$ cat src/rtl/turn_controller.sv
`default_nettype none
// +--------------------------------------------------------------------------+
// | turn_controller : battleship game-flow sequencer (turns, timer, verdict) |
// | Optional countdown/auto-fire enabled by macro TURN_TIMEOUT_EN.           |
// | Revision: 1.0                                                            |
// +--------------------------------------------------------------------------+
module turn_controller #(
  parameter int CLK_HZ       = 50_000_000,
  parameter int TURN_SECONDS = 15
) (
  input  logic       clk,
  input  logic       rst_n,
  input  logic       start,
  input  logic       player_done,
  input  logic       pc_done,
  input  logic [4:0] pc_cells_left,
  input  logic [4:0] player_cells_left,
  output logic       player_en,
  output logic       pc_en,
  output logic       auto_fire,
  output logic [3:0] seconds_left,
  output logic [2:0] state_out,
  output logic       win,
  output logic       lose
);

  typedef enum logic [2:0] {
    S_IDLE    = 3'd0,
    S_PLAYER  = 3'd1,
    S_CHECK_P = 3'd2,
    S_PC      = 3'd3,
    S_CHECK_C = 3'd4,
    S_WIN     = 3'd5,
    S_LOSE    = 3'd6
  } state_t;

  state_t r_state;
  state_t w_state_next;
  logic   r_player_en;
  logic   r_pc_en;
  logic   r_win;
  logic   r_lose;

  always_comb begin
    w_state_next = r_state;
    case (r_state)
      S_IDLE:    if (start) w_state_next = S_PLAYER;
      S_PLAYER:  if (player_done) w_state_next = S_CHECK_P;
      S_CHECK_P: w_state_next = (pc_cells_left == 5'd0) ? S_WIN : S_PC;
      S_PC:      if (pc_done) w_state_next = S_CHECK_C;
      S_CHECK_C: w_state_next = (player_cells_left == 5'd0) ? S_LOSE : S_PLAYER;
      S_WIN:     if (start) w_state_next = S_IDLE;
      S_LOSE:    if (start) w_state_next = S_IDLE;
      default:   w_state_next = S_IDLE;
    endcase
  end

  // Outputs are registered from the next state so they line up with state_out.
  always_ff @(posedge clk or negedge rst_n) begin
    if (!rst_n) begin
      r_state     <= S_IDLE;
      r_player_en <= 1'b0;
      r_pc_en     <= 1'b0;
      r_win       <= 1'b0;
      r_lose      <= 1'b0;
    end else begin
      r_state     <= w_state_next;
      r_player_en <= (w_state_next == S_PLAYER);
      r_pc_en     <= (w_state_next == S_PC);
      r_win       <= (w_state_next == S_WIN);
      r_lose      <= (w_state_next == S_LOSE);
    end
  end

`ifdef TURN_TIMEOUT_EN
  localparam int c_CNT_W = (CLK_HZ > 1) ? $clog2(CLK_HZ) : 1;
  localparam logic [c_CNT_W-1:0] c_CNT_MAX  = c_CNT_W'(CLK_HZ - 1);
  localparam logic [3:0]         c_TURN_SEC = 4'(TURN_SECONDS);

  logic [c_CNT_W-1:0] r_cycle_cnt;
  logic [3:0]         r_seconds;
  logic               r_auto_fire;
  logic               w_turn_entry;
  logic               w_turn_stay;

  assign w_turn_entry = (w_state_next == S_PLAYER) && (r_state != S_PLAYER);
  assign w_turn_stay  = (w_state_next == S_PLAYER) && (r_state == S_PLAYER);

  // A committed shot leaves PLAYER, so a coincident timeout never fires.
  always_ff @(posedge clk or negedge rst_n) begin
    if (!rst_n) begin
      r_cycle_cnt <= '0;
      r_seconds   <= 4'd0;
      r_auto_fire <= 1'b0;
    end else begin
      r_auto_fire <= 1'b0;
      if (w_turn_entry) begin
        r_cycle_cnt <= '0;
        r_seconds   <= c_TURN_SEC;
      end else if (w_turn_stay && (r_seconds != 4'd0)) begin
        if (r_cycle_cnt == c_CNT_MAX) begin
          r_cycle_cnt <= '0;
          r_seconds   <= r_seconds - 4'd1;
          r_auto_fire <= (r_seconds == 4'd1);
        end else begin
          r_cycle_cnt <= r_cycle_cnt + 1'b1;
        end
      end else if (w_state_next == S_IDLE) begin
        r_cycle_cnt <= '0;
        r_seconds   <= 4'd0;
      end
    end
  end

  assign seconds_left = r_seconds;
  assign auto_fire    = r_auto_fire;
`else
  assign seconds_left = 4'd0;
  assign auto_fire    = 1'b0;
`endif

  assign player_en = r_player_en;
  assign pc_en     = r_pc_en;
  assign win       = r_win;
  assign lose      = r_lose;
  assign state_out = r_state;

endmodule
`default_nettype wire
$ cat config.mk
export PLATFORM = sky130hd
export DESIGN_NAME = turn_controller
export DESIGN_NICKNAME = d
export VERILOG_FILES = /design/src/rtl/turn_controller.sv
export SDC_FILE = /design/constraint.sdc
export NUM_CORES = 1
export LEC_CHECK = 0
export ABC_AREA = 1
export CAP_MARGIN = 20
export CORE_MARGIN = 5
export CORE_UTILIZATION = 35
export DETAILED_ROUTE_END_ITERATION = 10
export PLACE_DENSITY = 0.76
export SLEW_MARGIN = 5
export SYNTH_ARGS = -nofsm -noshare
export SYNTH_HDL_FRONTEND = slang
export SYNTH_SLANG_ARGS = --single-unit
$ cat constraint.sdc
create_clock -name clk -period 1.53 [get_ports clk]
set_input_delay 0.3825 -clock clk [delete_from_list [all_inputs] [get_ports clk]]
set_output_delay 0.3825 -clock clk [all_outputs]
set_load 0.01 [all_outputs]
; ---- Yosys cells after proc, flatten, opt, wreduce, memory -nomap -nowiden
; Cells that the tools add are included.
[totals]
elab_cells = 26
output_inout_bits = 12
reg_bits = 7
[op_classes]
eq_ne = 10
n_reduce_logical = 4
muxes = 7
[op_table]
columns = op, n
row1 = two-way mux 3 bit, 6
row2 = case mux 3 bit (6 select lines), 1
row3 = equality test 3 bit (second input constant), 5
row4 = logical NOT 5 bit, 2
row5 = equality test 3 x 2 -> 1 bit (second input constant), 3
row6 = equality test 3 x 1 -> 1 bit (second input constant), 2
row7 = logical NOT 3 bit, 1
row8 = OR reduction 2 bit, 1

; ---- Logic depth before layout (Yosys ltp)
; Gate-level depths: netlist (run 1).
[depth]
ltp_word = 4
depth_mapped = 8

; ---- Worst setup path before layout (run 1)
; No wires, ideal clock.
[synth_path]
path_type = reg-to-reg
start = register r_state[1], in the netlist state_out[1]
end = register r_win, in the netlist win
period_less_slack_ps = 1179
stages_incl_launch_ff = 8
required_ps = 1413
t_arrival_ps = 1062
slack_ps = 351
cell_sequence = dfrtp_1 -> nand2_1 -> clkinv_1 -> nand3_1 -> nand2_1 -> nor2_1 -> nor2b_1 -> nor2_1
[synth_between]
elab_chain_cells = 4
word_cells_on_any_way = 14
cone_classes = 7 x eq/ne / 5 x mux / 2 x reduce/logical
[synth_lines]
columns = item, line
row1 = start: declaration, 37  ; state_t r_state;
row2 = start signal: assignment, 67  ; r_state <= w_state_next;
row3 = equality test 3 bit, 46  ; case (r_state)
row4 = OR reduction 2 bit (no source line), --
row5 = case mux 3 bit (6 select lines) (*), 46
row6 = equality test 3 bit (*), 70  ; r_win <= (w_state_next == S_WIN);
row7 = end signal: assignment, 70
row8 = end: declaration, 41  ; logic r_win;
; Every way passes the cells marked *; elsewhere a longest branch is shown, timed or not.

; ---- Worst setup path after layout (run 1)
[layout_path]
start = register r_lose, in the netlist lose
end = output lose
[layout_rtl]
columns = item, line
row1 = start: declaration, 42  ; logic r_lose;
row2 = start signal: assignment, 71  ; r_lose <= (w_state_next == S_LOSE);
row3 = end: declaration, 24  ; output logic lose
; No word-level cell between the ends.

==> results of run 1 <==
cells in the final DEF, fill, tap and decap left out, drive strengths merged:
| cell type | instances |
|---|---|
| buf | 3 |
| nand3 | 9 |
| clkbuf | 4 |
| inv | 8 |
| dfrtp | 7 |
| clkinv | 1 |
| dlymetal6s2s | 1 |
| conb | 5 |
| nand2b | 1 |
| nor2 | 15 |
| nor2b | 1 |
| clkdlybuf4s50 | 18 |
| dlygate4sd2 | 2 |
| o21ai | 1 |
| nand2 | 13 |
state kept, by name, indices dropped and copies added, names as in the netlist:
signal     cells
state_out      3
lose           1
pc_en          1
player_en      1
win            1
timing repair:
| item | in CTS | in global routing |
|---|---|---|
| gates resized for setup | 2 | 1 |
| gates cloned | 0 | 0 |
| pin swaps | 0 | 0 |
| setup endpoints to repair | 2 | 1 |
through the flow:
step                utilization  area [µm²]
global placement          0.540         686
CTS                       0.559         709
global route              0.561         712
finish                    0.561         712
detailed placement        0.540         686
floorplan                     -         472
synth_stat cells:
cell type	n	area (µm²)
nor2_1	11	41.3
conb_1	1	3.75
nand2_2	3	18.8
nand2b_2	1	8.76
inv_1	6	22.5
inv_2	2	7.51
nand3_2	3	30.0
nand2_1	10	37.5
buf_4	5	37.5
nand3_1	6	30.0
clkinv_1	1	3.75
nor2b_1	1	6.26
dfrtp_1	7	175
nor2_2	4	25.0
o21ai_2	1	8.76
cells by family (layout without fill, tap and decap cells):
logic type,after synthesis,in the layout,synth area share
AO/OA/AOI/OAI,1,1,0.0192
other,1,5,0.00821
AND/OR/NAND/NOR,39,39,0.433
buffers and inverters,14,37,0.156
flip-flops,7,7,0.384
layer usage:
layer,vias to the layer above,share of wire,wire (µm),track usage
li1,232,-,-,-
met1,177,0.40,384,0.127
met2,14,0.52,491,0.179
met3,0,0.077,73,0.0469
met4,0,0,0,0.0170
met5,-,0,0,0
power by group:
| part | switching [mW] | internal (mW) |
|---|---|---|
| Clock | 0.0633 | 0.0992 |
| Sequential | 0.0349 | 0.251 |
| Combinational | 0.310 | 0.264 |
| Total | 0.408 | 0.614 |
worst paths after layout:
kind | from | end | slack, ps | depth (start not counted)
max | lose | lose | 60 | 1
min | rst_n | state_out[1] | 380 | 1
max reg2reg | state_out[1] | win | 250 | 8
min reg2reg | state_out[2] | state_out[0] | 710 | 3
max in group asynchronous | rst_n | win | 910 | 1
min in group clk | state_out[2] | state_out[0] | 710 | 3
final cells by class:
class                           instances  area share
Clock buffer                            4      0.0369
Tap cell                               15      0.0264
Multi-Input combinational cell         45       0.316
Inverter                                9      0.0475
Sequential cell                         7       0.246
Timing Repair Buffer                   24       0.327
==> results.py, run 1 <==
metrics = {
    "yosys": {
        "synth_seq_cells": 7,
        "ys_types": 15,
        "syn_area_um2": 457,
        "syn_avg_cell_area_um2": 7.37,
        "ys_warn_count": 0,
        "yosysSeqAreaShare": 0.384,
        "synthCells": 62,
    },
    "cells_and_area": {
        "multiInputGateArea_um2": 225,
        "drive_gt1_frac": 0.225,
        "nFillCells": 135,
        "antenna_cells": 0,
        "fin_nets": 105,
        "regArea_um2": 175,
        "final_cells": 104,
        "area_growth_pct": 55.9,
    },
    "worst_setup_path": {
        "crit_arrival_ps": 1090,
        "path_class": "flip-flop to primary output",
        "cp_cell_sequence": "clkdlybuf4s50_1",
        "critPathMaxFanout": 1,
        "critPathRequiredTime_ps": 1150,
        "crit_family": "buffers and inverters",
        "cp-start-kind": "flip-flop",
        "crit_slowest_cell": "clkdlybuf4s50_1",
        "endpoint_kind": "primary output",
        "crit_buf_inv": 1,
        "slowest_delay_ps": 530,
    },
    "timing": {
        "setup_viol": 0,
        "finClkSkew_ps": 4.85,
        "fin_crit_sh": 0.962,
        "hold_ws_ps": 384,
        "slew_violations": 0,
        "worst_slack_ps": 58.5,
        "finalSetupTns_ps": 0,
        "finalHoldViolations": 0,
        "grt_setup_unrepaired": "false",
        "min_period_ps": 1470,
        "fmax_ghz": 0.680,
    },
    "global_route": {
        "grt_pass1_vias": 414,
        "grt_antenna_before_repair": 0,
        "grt_pass1_wl_um": 1630,
        "overflow": 0,
        "grt_max_degree": 8,
        "grt_usage": 0.106,
    },
    "placement": {
        "dp_cells": 100,
        "gp_congestion": 0.747,
        "io_buffers": 21,
        "post-dp-hpwl_um": 834,
        "pre_cts_ws_ps": -28.7,
    },
    "cts": {
        "cts.reportedPaths.clkPinSlew_ps": 50,
        "insertion_delay_ps": 250,
        "cts_sinks": 7,
        "htreeDepth": 1,
        "clockRootBuffer": "clkbuf_4",
        "clock_path_buffers": 2,
        "cts_made_buffers": 3,
        "cts_tree": "yes",
        "cts_hold_buf": 0,
        "postCtsSetupRepairBufs": 0,
    },
    "floorplanning": {
        "core_mm2": 0.00127,
        "initial_core_util": 0.360,
        "die_w_um": 46.1,
        "die_y_um": 46.1,
        "fp.dieArea_mm2": 0.00213,
        "ios": 27,
        "row_count": 13,
    },
    "power_and_ir_drop": {
        "cellLeakagePower_nw": 0.381,
        "power_mw": 1.02,
        "powerDensity_mw_per_mm2": 1440,
        "vdd.ir_drop.worst_uv": 734,
    },
    "min_path": {
        "hold_path_class": "input pin to asynchronous set/reset pin",
    },
    "route": {
        "routed_wl_um": 949,
        "viasPerCell": 4.07,
        "ant_nets": 0,
        "initialDrtViolationCount": 4,
        "wl_per_cell_um": 9.13,
        "dr.pass1.iters": 4,
        "vias": 423,
        "drc": 0,
    },
    "run": {
        "maxCapViolCount": 0,
    },
    "run_status": {
        "status": "completed",
    },
}
Note: power is estimated with default switching activity, not from simulation.
==> run 2: changes to the inputs <==
--- a/config.mk
+++ b/config.mk
@@ -5,12 +5,11 @@
 export SDC_FILE = /design/constraint.sdc
 export NUM_CORES = 1
 export LEC_CHECK = 0
-export ABC_AREA = 1
 export CAP_MARGIN = 20
-export CORE_MARGIN = 5
-export CORE_UTILIZATION = 35
+export CORE_AREA = 5 5 42 44
 export DETAILED_ROUTE_END_ITERATION = 10
-export PLACE_DENSITY = 0.76
+export DIE_AREA = 0 0 47 49
+export PLACE_DENSITY = 0.74
 export SLEW_MARGIN = 5
 export SYNTH_ARGS = -nofsm -noshare
 export SYNTH_HDL_FRONTEND = slang
==> results.py, run 2 <==
metrics = {
    "worst_setup_path": {
        "crit_slowest_cell": "clkdlybuf4s50_1",
        "path_class": "flip-flop to primary output",
        "crit_family": "buffers and inverters",
        "cp-start-kind": "flip-flop",
        "slowest_delay_ps": 530,
        "crit_arrival_ps": 1090,
        "cp_cell_sequence": "clkdlybuf4s50_1",
        "critPathMaxFanout": 1,
        "critPathRequiredTime_ps": 1150,
        "crit_buf_inv": 1,
        "endpoint_kind": "primary output",
    },
    "cells_and_area": {
        "area_growth_pct": 57.8,
        "drive_gt1_frac": 0.237,
        "largest_reg_flops": 3,
        "nFillCells": 140,
        "layout_common_cells": "18 x clkdlybuf4s50_1, 7 x buf_4, 6 x dfrtp_1",
        "final_area_um2": 734,
        "fin_nets": 92,
        "antenna_cells": 0,
        "final_common_cell": "clkdlybuf4s50_1",
        "final_cells": 92,
    },
    "route": {
        "routed_wl_um": 1010,
        "wl_met2_um": 487,
        "viasPerCell": 4.64,
        "highest_layer": "met4",
        "dr_wl_met3_um": 109,
        "dr.pass1.iters": 2,
        "wl_met1_um": 381,
        "initialDrtViolationCount": 4,
        "ant_nets": 0,
        "wl_per_cell_um": 11.0,
        "vias": 427,
        "drc": 0,
    },
    "cts": {
        "cts_tree": "yes",
        "cts_sinks": 7,
        "postCtsSetupRepairBufs": 0,
        "cts_hold_buf": 0,
        "cts.reportedPaths.clkPinSlew_ps": 50,
        "ctsResizeCount": 4,
        "htreeDepth": 1,
        "cts_made_buffers": 3,
        "clockRootBuffer": "clkbuf_4",
        "clock_path_buffers": 2,
        "insertion_delay_ps": 250,
    },
    "power_and_ir_drop": {
        "power.share.switching": 0.361,
        "vdd.ir_drop.worst_uv": 617,
        "seqPwrFrac": 0.289,
        "combPwrFrac": 0.553,
        "clock_power_share": 0.159,
        "powerDensity_mw_per_mm2": 1440,
        "p_int_mw": 0.674,
        "switching_power_mw": 0.381,
        "cellLeakagePower_nw": 0.324,
    },
    "timing": {
        "finalHoldViolations": 0,
        "fmax_ghz": 0.678,
        "finClkSkew_ps": 1.49,
        "fin_crit_sh": 0.964,
        "grt_setup_unrepaired": "false",
        "slew_violations": 0,
        "setup_viol": 0,
        "min_period_ps": 1470,
    },
    "floorplanning": {
        "row_count": 14,
        "ios": 27,
        "fp.dieArea_mm2": 0.00230,
        "die_w_um": 47,
        "die_y_um": 49,
        "core_mm2": 0.00140,
        "initial_core_util": 0.332,
    },
    "global_route": {
        "grt_antenna_before_repair": 0,
        "grt_max_degree": 11,
        "grt_usage": 0.0962,
        "grt_pass1_vias": 387,
        "grt_pass1_wl_um": 1560,
        "overflow": 0,
    },
    "yosys": {
        "synth_area_leaders": "dfrtp_1 38%, buf_4 8.1%, nor3b_2 5.4%",
        "ys_warn_count": 0,
        "synth_top_area_share": 0.376,
        "yosysTopAreaCell": "dfrtp_1",
        "yosys-top-cells-count": "7 x dfrtp_1, 5 x buf_4, 5 x inv_1",
        "synth_edf_count": 0,
        "yosysSeqAreaShare": 0.376,
        "synth_seq_cells": 7,
        "ys_async_sr_fraction": 1.00,
        "synthFlopType": "dfrtp_1",
        "syn_avg_cell_area_um2": 9.90,
        "synthCells": 47,
        "synth.most_common_cell": "dfrtp_1",
        "syn_area_um2": 465,
        "ys_types": 26,
    },
    "run": {
        "maxCapViolCount": 0,
    },
    "placement": {
        "io_buffers": 21,
        "gp_congestion": 0.682,
        "post-dp-hpwl_um": 825,
        "dpl-instance-area_um2": 703,
        "dp_cells": 88,
    },
    "min_path": {
        "hold_path_class": "input pin to asynchronous set/reset pin",
    },
    "run_status": {
        "status": "completed",
    },
}
[run 2: metal layers]
layer / up-vias / GRT usage
met5: - / 0
met1: 186 / 0.114
met2: 22 / 0.145
li1: 215 / -
met3: 4 / 0.0111
met4: 0 / 0.0829
[run 2: final cells by class]
class / instances / area, µm² / area share
sequential: 7 / 176 / 0.240
clock buffer: 4 / 26.3 / 0.0358
timing repair buffer: 28 / 259 / 0.353
multi-input combinational: 32 / 234 / 0.319
tap: 16 / 20.0 / 0.0273
inverter: 5 / 18.8 / 0.0256
[run 2: power by group through the flow]
stage / combinational (mW) / sequential [mW] / clock (mW)
6_report: 0.583 / 0.304 / 0.168
3_3_place_gp: 0.587 / 0.306 / 0
5_1_grt: 0.631 / 0.317 / 0.187
4_1_cts: 0.574 / 0.307 / 0.169
2_1_floorplan: 0.335 / 0.342 / 0
3_5_place_dp: 0.599 / 0.308 / 0
[run 2: metrics by stage]
stage | utilization | hold slack (ps) | setup TNS [ps] | total power [mW] | setup slack [ps]
2_1_floorplan | - | 86.9 | 0 | 0.677 | 144
4_1_cts | 0.519 | 392 | 0 | 1.05 | 43.7
5_1_grt | 0.524 | 405 | 0 | 1.13 | 3.34
6_report | 0.524 | 389 | 0 | 1.05 | 55.1
3_5_place_dp | 0.502 | 658 | -808 | 0.907 | -197
3_3_place_gp | 0.502 | 648 | -739 | 0.893 | -199
[run 2: path summary, 6_finish.rpt]
kind	start	endpoint	slack (ps)	cells past startpoint
worst max-delay path	player_en	player_en	60	1
worst min-delay path	rst_n	player_en	390	1
worst max register to register	state_out[1]	player_en	140	4
worst min register to register	state_out[0]	pc_en	660	2
max in group asynchronous	rst_n	state_out[2]	880	1
min in group clk	state_out[0]	pc_en	660	2
[run 2: cells by family (layout without fill, tap and decap cells)]
group	count (synthesis)	after routing	share of synthesized area
AO/OA/AOI/OAI	9	9	0.161
buffers and inverters	12	37	0.169
flip-flops	7	7	0.376
other	1	5	0.00806
multiplexers	1	1	0.0215
AND/OR/NAND/NOR	17	17	0.263
==> run 3: changes to the inputs <==
--- a/config.mk
+++ b/config.mk
@@ -9,6 +9,7 @@
 export CORE_AREA = 5 5 42 44
 export DETAILED_ROUTE_END_ITERATION = 10
 export DIE_AREA = 0 0 47 49
+export GPL_TIMING_DRIVEN = 0
 export PLACE_DENSITY = 0.74
 export SLEW_MARGIN = 5
 export SYNTH_ARGS = -nofsm -noshare
==> results.py, run 3 (synthesis gave the netlist of run 2 again) <==
metrics = {
    "power_and_ir_drop": {
        "powerDensity_mw_per_mm2": 1400,
        "cellLeakagePower_nw": 0.391,
        "vdd.ir_drop.worst_uv": 436,
    },
    "cells_and_area": {
        "final_common_cell": "clkdlybuf4s50_1",
        "drive_gt1_frac": 0.237,
        "fin_nets": 92,
        "postLayoutCoreUtil": 0.536,
        "area_growth_pct": 61.3,
        "antenna_cells": 0,
        "layout_common_cells": "14 x clkdlybuf4s50_1, 6 x dfrtp_1, 5 x inv_1, 5 x buf_4, 5 x conb_1",
        "largest_reg_flops": 3,
    },
    "global_route": {
        "overflow": 0,
        "grt_antenna_before_repair": 0,
        "grt_max_degree": 11,
        "grt_usage": 0.111,
        "grt_pass1_wl_um": 1740,
        "gr-usage-met2": 0.149,
        "grt_most_used_layer": "met2",
        "grtUsageMet3": 0.0369,
        "grt_pass1_vias": 437,
        "grt_use_met1": 0.126,
    },
    "run": {
        "maxCapViolCount": 0,
    },
    "timing": {
        "fin_crit_sh": 0.955,
        "grt_setup_unrepaired": "false",
        "finalSetupTns_ps": 0,
        "fmax_ghz": 0.684,
        "slew_violations": 0,
        "finalHoldViolations": 0,
        "setup_viol": 0,
        "min_period_ps": 1460,
        "finClkSkew_ps": 6.57,
    },
    "worst_setup_path": {
        "cp-start-kind": "input pin",
        "path_class": "input pin to flip-flop",
        "endpoint_kind": "flip-flop",
        "critPathRequiredTime_ps": 1660,
        "critPathMaxFanout": 3,
        "r2r.worst_path.cells": 4,
        "crit_arrival_ps": 1590,
    },
    "cts": {
        "clock_path_buffers": 2,
        "cts_hold_buf": 0,
        "cts_sinks": 7,
        "htreeDepth": 1,
        "insertion_delay_ps": 260,
        "cts.reportedPaths.clkPinSlew_ps": 50,
        "cts_made_buffers": 3,
        "clockRootBuffer": "clkbuf_4",
        "cts_tree": "yes",
    },
    "route": {
        "viasPerCell": 4.64,
        "wl_per_cell_um": 11.7,
        "drc": 0,
        "dr.pass1.iters": 3,
        "vias": 427,
        "ant_nets": 0,
        "initialDrtViolationCount": 2,
        "routed_wl_um": 1070,
    },
    "floorplanning": {
        "fp.dieArea_mm2": 0.00230,
        "die_w_um": 47,
        "row_count": 14,
        "ios": 27,
        "die_y_um": 49,
        "core_mm2": 0.00140,
        "initial_core_util": 0.332,
    },
    "placement": {
        "io_buffers": 21,
        "post-dp-hpwl_um": 868,
        "gp_congestion": 0.652,
    },
    "min_path": {
        "hold_path_class": "input pin to asynchronous set/reset pin",
    },
    "run_status": {
        "status": "completed",
    },
}
[run 3: final timing paths]
kind / start / end / slack (ps)
worst max-delay path: player_cells_left[0] / player_en / 70
worst min-delay path: rst_n / state_out[1] / 370
worst max register to register: state_out[0] / player_en / 120
worst min register to register: state_out[0] / pc_en / 650
max in group asynchronous: rst_n / state_out[2] / 900
min in group clk: state_out[0] / pc_en / 650
[run 3: final cells by class]
cell class	count	area [µm²]
multi-input cells	32	233
well taps	16	20.0
inverters	5	18.8
flip-flops and latches	7	176
repair buffers	21	216
clock buffers	4	26.3
plain buffers	7	60.1
fillers	144	651
[run 3: metal layers]
| layer | part of all wire | vias up | wire length [µm] |
|---|---|---|---|
| li1 | - | 212 | - |
| met5 | 0 | - | 0 |
| met2 | 0.46 | 22 | 492 |
| met1 | 0.39 | 187 | 419 |
| met4 | 0.046 | 0 | 49 |
| met3 | 0.10 | 6 | 111 |
[run 3: power breakdown]
part / internal (mW) / switching (mW)
registers: 0.261 / 0.0500
clock network: 0.0998 / 0.0733
logic: 0.307 / 0.259
total: 0.668 / 0.382
[run 3: stage by stage]
stage | instances | setup slack, ps | total power [mW] | hold slack, ps | instance area, µm²
after global routing | 92 | 29.6 | 1.14 | 379 | 751
after detailed placement | 88 | -272 | 0.919 | 636 | 711
after CTS | 92 | 18.0 | 1.08 | 370 | 741
after floorplan | 51 | 144 | 0.677 | 86.9 | 480
final | 92 | 69.0 | 1.05 | 370 | 751
after global placement | 88 | -258 | 0.904 | 630 | 711
[run 3: critical path, cell delays in order]
cell             delay, ps
clkdlybuf4s50_1        420
nor4_2                 360
nand2_1                120
a32oi_2                240
nor3b_2                 70
[run 3: what timing repair did]
item / in CTS / in global routing
gates resized for setup: 5 / 4
endpoints found under the setup margin: 6 / 4
setup buffers: 0 / 0
